$ cat config.mk
export PLATFORM = sky130hd
export DESIGN_NAME = vga_sync_gen
export DESIGN_NICKNAME = d
export VERILOG_FILES = /design/src/rtl/vga_sync_gen.sv
export SDC_FILE = /design/constraint.sdc
export NUM_CORES = 1
export LEC_CHECK = 0
export BUFFER_PORTS_ARGS = -buffer_cell sky130_fd_sc_hd__buf_2
export CAP_MARGIN = 40
export CORE_ASPECT_RATIO = 1.75
export CORE_UTILIZATION = 47
export CTS_BUF_LIST = sky130_fd_sc_hd__clkbuf_8 sky130_fd_sc_hd__clkbuf_16
export CTS_CLUSTER_DIAMETER = 100
export DETAILED_ROUTE_END_ITERATION = 7
export GPL_TIMING_DRIVEN = 0
export MAX_ROUTING_LAYER = met4
export PLACE_DENSITY_LB_ADDON = 0.15
export SLEW_MARGIN = 20
export SYNTH_ARGS = -nofsm -noshare
export SYNTH_HDL_FRONTEND = slang
export SYNTH_SLANG_ARGS = --single-unit
$ cat constraint.sdc
create_clock -name i_Clk -period 2.23 [get_ports i_Clk]
set_clock_uncertainty 0.1 [all_clocks]
set_input_delay 0.3345 -clock i_Clk [delete_from_list [all_inputs] [get_ports i_Clk]]
set_output_delay 0.3345 -clock i_Clk [all_outputs]
set_load 0.005 [all_outputs]
$ cat src/rtl/vga_sync_gen.sv
// vga_sync_gen: VGA raster timing generator with a one-clock output stage.
//
// Stage 0 holds the pixel position and its syncs, active flag and frame
// start pulse. All of them are registered from one next-count calculation,
// so they always describe the same pixel.
// Stage 1 delays the syncs by one clock. It also samples the colour inputs
// while stage 0 is active and drives 0 otherwise, so the colour lines up
// with the syncs at the connector.
//
// Ports
//   i_Clk, i_Rst_L            pixel clock, async active-low reset
//   i_Enable                  high runs the timing; low returns to IDLE
//   i_Red/Grn/Blu_Video[3:0]  colour for the current stage-0 position
//   o_Col_Count/o_Row_Count   stage-0 position (10 bit)
//   o_HSync/o_VSync           stage-0 syncs, active low
//   o_Active                  stage-0 visible-area flag
//   o_Frame_Start             one-clock pulse at position (0,0)
//   o_VGA_HSync/o_VGA_VSync   stage-1 syncs
//   o_VGA_Red/Grn/Blu[3:0]    stage-1 blanked colour
module vga_sync_gen #(
  parameter int TOTAL_COLS    = 800,
  parameter int TOTAL_ROWS    = 525,
  parameter int ACTIVE_COLS   = 640,
  parameter int ACTIVE_ROWS   = 480,
  parameter int H_FRONT_PORCH = 18,
  parameter int H_SYNC_WIDTH  = 92,
  parameter int V_FRONT_PORCH = 10,
  parameter int V_SYNC_WIDTH  = 2
) (
  input  logic       i_Clk,
  input  logic       i_Rst_L,
  input  logic       i_Enable,
  input  logic [3:0] i_Red_Video,
  input  logic [3:0] i_Grn_Video,
  input  logic [3:0] i_Blu_Video,
  output logic [9:0] o_Col_Count,
  output logic [9:0] o_Row_Count,
  output logic       o_HSync,
  output logic       o_VSync,
  output logic       o_Active,
  output logic       o_Frame_Start,
  output logic       o_VGA_HSync,
  output logic       o_VGA_VSync,
  output logic [3:0] o_VGA_Red,
  output logic [3:0] o_VGA_Grn,
  output logic [3:0] o_VGA_Blu
);

  localparam logic [9:0] COL_LAST = 10'(TOTAL_COLS - 1);
  localparam logic [9:0] ROW_LAST = 10'(TOTAL_ROWS - 1);
  localparam logic [9:0] ACT_COLS = 10'(ACTIVE_COLS);
  localparam logic [9:0] ACT_ROWS = 10'(ACTIVE_ROWS);
  localparam logic [9:0] HS_FIRST = 10'(ACTIVE_COLS + H_FRONT_PORCH);
  localparam logic [9:0] HS_LAST  = 10'(ACTIVE_COLS + H_FRONT_PORCH + H_SYNC_WIDTH - 1);
  localparam logic [9:0] VS_FIRST = 10'(ACTIVE_ROWS + V_FRONT_PORCH);
  localparam logic [9:0] VS_LAST  = 10'(ACTIVE_ROWS + V_FRONT_PORCH + V_SYNC_WIDTH - 1);

  typedef enum logic {IDLE, RUN} state_t;

  state_t     state_q, state_d;
  logic [9:0] col_q, col_d, row_q, row_d;
  logic       hsync_q, hsync_d, vsync_q, vsync_d;
  logic       active_q, active_d, fs_q, fs_d;
  logic       vga_hs_q, vga_hs_d, vga_vs_q, vga_vs_d;
  logic [3:0] red_q, red_d, grn_q, grn_d, blu_q, blu_d;

  // Stage 0. Every output comes from the next count (col_d,row_d). The
  // first RUN cycle and a frame wrap both land on (0,0), so one compare
  // produces the frame-start pulse for both cases.
  always_comb begin
    state_d = i_Enable ? RUN : IDLE;
    col_d   = '0;
    row_d   = '0;
    if (i_Enable && state_q == RUN) begin
      if (col_q >= COL_LAST) begin
        col_d = '0;
        row_d = (row_q >= ROW_LAST) ? 10'd0 : row_q + 10'd1;
      end else begin
        col_d = col_q + 10'd1;
        row_d = row_q;
      end
    end
    fs_d     = i_Enable && (col_d == 10'd0) && (row_d == 10'd0);
    active_d = i_Enable && (col_d < ACT_COLS) && (row_d < ACT_ROWS);
    hsync_d  = !(i_Enable && (col_d >= HS_FIRST) && (col_d <= HS_LAST));
    vsync_d  = !(i_Enable && (row_d >= VS_FIRST) && (row_d <= VS_LAST));
  end

  // Stage 1. active_q is 0 in IDLE, so it alone gates the colour.
  always_comb begin
    vga_hs_d = hsync_q;
    vga_vs_d = vsync_q;
    red_d    = active_q ? i_Red_Video : 4'd0;
    grn_d    = active_q ? i_Grn_Video : 4'd0;
    blu_d    = active_q ? i_Blu_Video : 4'd0;
  end

  always_ff @(posedge i_Clk or negedge i_Rst_L) begin
    if (!i_Rst_L) begin
      state_q  <= IDLE;
      col_q    <= '0;
      row_q    <= '0;
      hsync_q  <= 1'b1;
      vsync_q  <= 1'b1;
      active_q <= 1'b0;
      fs_q     <= 1'b0;
      vga_hs_q <= 1'b1;
      vga_vs_q <= 1'b1;
      red_q    <= '0;
      grn_q    <= '0;
      blu_q    <= '0;
    end else begin
      state_q  <= state_d;
      col_q    <= col_d;
      row_q    <= row_d;
      hsync_q  <= hsync_d;
      vsync_q  <= vsync_d;
      active_q <= active_d;
      fs_q     <= fs_d;
      vga_hs_q <= vga_hs_d;
      vga_vs_q <= vga_vs_d;
      red_q    <= red_d;
      grn_q    <= grn_d;
      blu_q    <= blu_d;
    end
  end

  assign o_Col_Count   = col_q;
  assign o_Row_Count   = row_q;
  assign o_HSync       = hsync_q;
  assign o_VSync       = vsync_q;
  assign o_Active      = active_q;
  assign o_Frame_Start = fs_q;
  assign o_VGA_HSync   = vga_hs_q;
  assign o_VGA_VSync   = vga_vs_q;
  assign o_VGA_Red     = red_q;
  assign o_VGA_Grn     = grn_q;
  assign o_VGA_Blu     = blu_q;

endmodule

==> results.toml <==
[power_and_ir_drop]
p_leak_nw = 1.272
irDropWorstVdd_mv = 0.4886
powerDensity_nw_per_um2 = 531.2

[synthesis]
syn-instance-count = 215
ys_ff_latch = 39
synth_top_cells_by_area = "dfrtp_1, dfstp_2, xnor2_1, nor2_1, and2_1"
syn-num-nets = 233
area_of_the_mapped_netlist_um2 = 2087
synth_seq_area_share = 0.4700
synth_edf_count = 0
synth_warnings = 0
syn-mean-instance-area_um2 = 9.707
synth_top_cell_by_area = "dfrtp_1"
synth.most_common_cell = "dfrtp_1"
asyncSetResetFlopFracSynth = 1.000
netlist.area_leader.share = 0.4197
post_synth_most_frequent_cells = "dfrtp_1, nor2_1, and2_1, nand2_1, xnor2_1"
synth_flop_cell = "dfrtp_1"
yosys.cell_types.count = 55

[placed_design]
port-buffer-count = 52
placement.setup.worst_slack_ps = -459.8
placed_cell_area_um2 = 2439
placed_cells = 317
dpl.hpwl_mm = 4.003
gpl.final_weighted_congestion = 0.9542

[worst_hold_path]
worst_hold_class = "in -> reg"

[setup_path]
worst_r2r_startpoint = "o_Col_Count[0]"
worst-endpoint-required_ps = 2320
worstSetupPathType = "reg -> reg"
crit_arrival_ps = 2290
setup.worst_path.start_class = "flop"
setup.reg_to_reg.worst_slack_ps = 30
rr_worst_depth = 8
cp-endpoint = "o_Frame_Start"
worst_setup_path_startpoint = "o_Col_Count[0]"
timing.critical_path.to_type = "flop"
timing.critical_path.fanout_max = 8
r2r-end = "o_Frame_Start"

[finish]
final-instance-count-excl-fill = 344
finalNetCount = 312
utilization = 0.6885
area.growth.synth_to_final_pct = 38.19
layout_cell_share_with_drive_strength_beyond_1 = 0.3966
antenna_cells = 0
finish.instance_area_um2 = 2884

[grt]
antenna_found_initial = 0
track_usage = 0.2626
grt_pass1_wl_mm = 8.894
grt_remaining_overflow = 0
largest_net_degree_at_the_start_of_global_routing = 25
first_global_vias = 1852

[detailed_routing]
avgRoutedWirePerCell_um = 17.01
drt_pre_antenna_iters = 4
dr.first_iter.drc_count = 47
drt_drc_violations_left = 0
route.vias.total = 1935
total_detailed_routing_wirelength_mm = 5.852
post_drt_via_cell_ratio = 5.625
detail-route-antenna-nets = 0

[clock_tree]
clock_tree.root_cell = "clkbuf_8"
clk-insertion-delay-late_ps = 300
cts_made_buffers = 5
cts_sinks = 39
clkTransAtPathRegs_ps = 80
cts.path.max_buffers = 2
cts.htree.levels = 2
tritoncts = "yes"

[timing]
final_critical_period_ps = 2204
fin_tns_setup_ps = 0
postLayoutSetupSlackWorst_ps = 25.90
timing.final.crit_share = 0.9884
slew_viol_final = 0
timing.slew.headroom = 0.6963
hold_violations = 0
timing.fmax_mhz = 453.7
timing_worst_slew_pin_value_ps = 455.5
setup_viol_count_final = 0

[die]
num_io_pins = 53
die_width_um = 52.37
die_area_um2 = 4721
initial_utilization = 0.4982
fp.dieH_um = 90.15
placeableCoreArea_um2 = 4189
fp_rows = 31

[run_status]
run_status = "finished clean"

[job]
maxCapViolations = 0
==> cell families after synthesis <==
kind of cell / synth area share
DFF: 0.4700
xor gates and xnor gates: 0.06714
adders and majority gates: 0.01799
buffers and inverters: 0.03956
muxes: 0.009593
and+or+nand+nor: 0.2494
AOI/OAI and AO/OA: 0.1463
==> sequential cells by signal (all words and copies together) (netlist names) <==
register       flops
o_Active           1
o_VGA_Blu          4
o_Frame_Start      1
o_VGA_Grn          4
o_Col_Count       10
o_HSync            1
state_q            1
o_VGA_VSync        1
o_Row_Count       10
o_VGA_Red          4
o_VSync            1
o_VGA_HSync        1
==> where the power goes <==
group / switching (W) / leakage, nW / internal [W] / total, W
Clock: 0.000262 / 0.0644 / 0.000446 / 0.000708
Sequential: 0.00000703 / 0.506 / 0.000723 / 0.000730
Combinational: 0.0000506 / 0.702 / 0.0000434 / 0.0000940
==> metal layers <==
layer  share of wire  wire length [um]  global-route usage
met3           0.040               237             0.04907
met2            0.54              3188              0.4462
met5               0                 0                   -
met1            0.37              2150              0.2877
met4           0.047               276              0.1075
==> critical path: stages, from the launching register on <==
cell      delay [ps]
dfrtp_2          440
ha_4             190
and4_1           150
buf_6            150
o211ai_1         360
a21oi_1           70
a211oi_1         250
nor3_1           110
nor4_1           270
==> timing repair <==
action | 4_1_cts | 5_1_grt
hold endpoints to repair | 11 | 0
buffers inserted | 11 | 7
resized for setup | 9 | 22
hold buffers | 1 | 0
gates cloned | 0 | 0
pin swaps | 3 | 8
setup endpoints to repair | 14 | 3
==> per-stage QoR <==
stage,hold slack (ps),total power [W]
2_1_floorplan,-61.09,0.0007731
3_3_place_gp,253.3,0.0008209
3_5_place_dp,193.0,0.0008302
4_1_cts,106.6,0.001546
5_1_grt,109.6,0.001590
6_report,116.5,0.001532
==> worst min-delay path by stage <==
stage | start | end | slack, ps | cells after the start
after floorplan | i_Rst_L | o_Active | -60 | 0
after global placement | o_VSync | o_VGA_VSync | 250 | 0
after detailed placement | i_Rst_L | o_Row_Count[4] | 190 | 1
after CTS | i_Enable | state_q | 110 | 1
after global routing | i_Enable | state_q | 110 | 1
final | i_Enable | state_q | 120 | 1
==> cells in the final DEF (no fill, tap or decap), drive strengths merged, types with 2 or more instances in the layout <==
cell type	instances
buf	75
dfrtp	35
nor2	27
and2	15
nand2	14
xnor2	12
clkbuf	10
inv	9
nor3	9
nand3	8
a31oi	8
nand4	5
nand2b	5
dfstp	4
xor2	4
o21ai	4
a211oi	4
a21oi	4
and4	3
or3	3
nor4	3
ha	3
and3	2
mux2i	2
bufinv	2
o31ai	2
a221oi	2
nor3b	2
==> area by class of cell <==
cell class / instances / area [um^2]
buffer: 9 / 52.55
inverter: 9 / 33.78
clock inverter: 3 / 67.56
sequential: 39 / 984.7
fill: 345 / 1305
clock buffer: 5 / 68.82
timing repair buffer: 72 / 432.9
multi-input combinational: 158 / 1182
tap: 49 / 61.31
No activity file was read; power rests on OpenSTA's default activity.
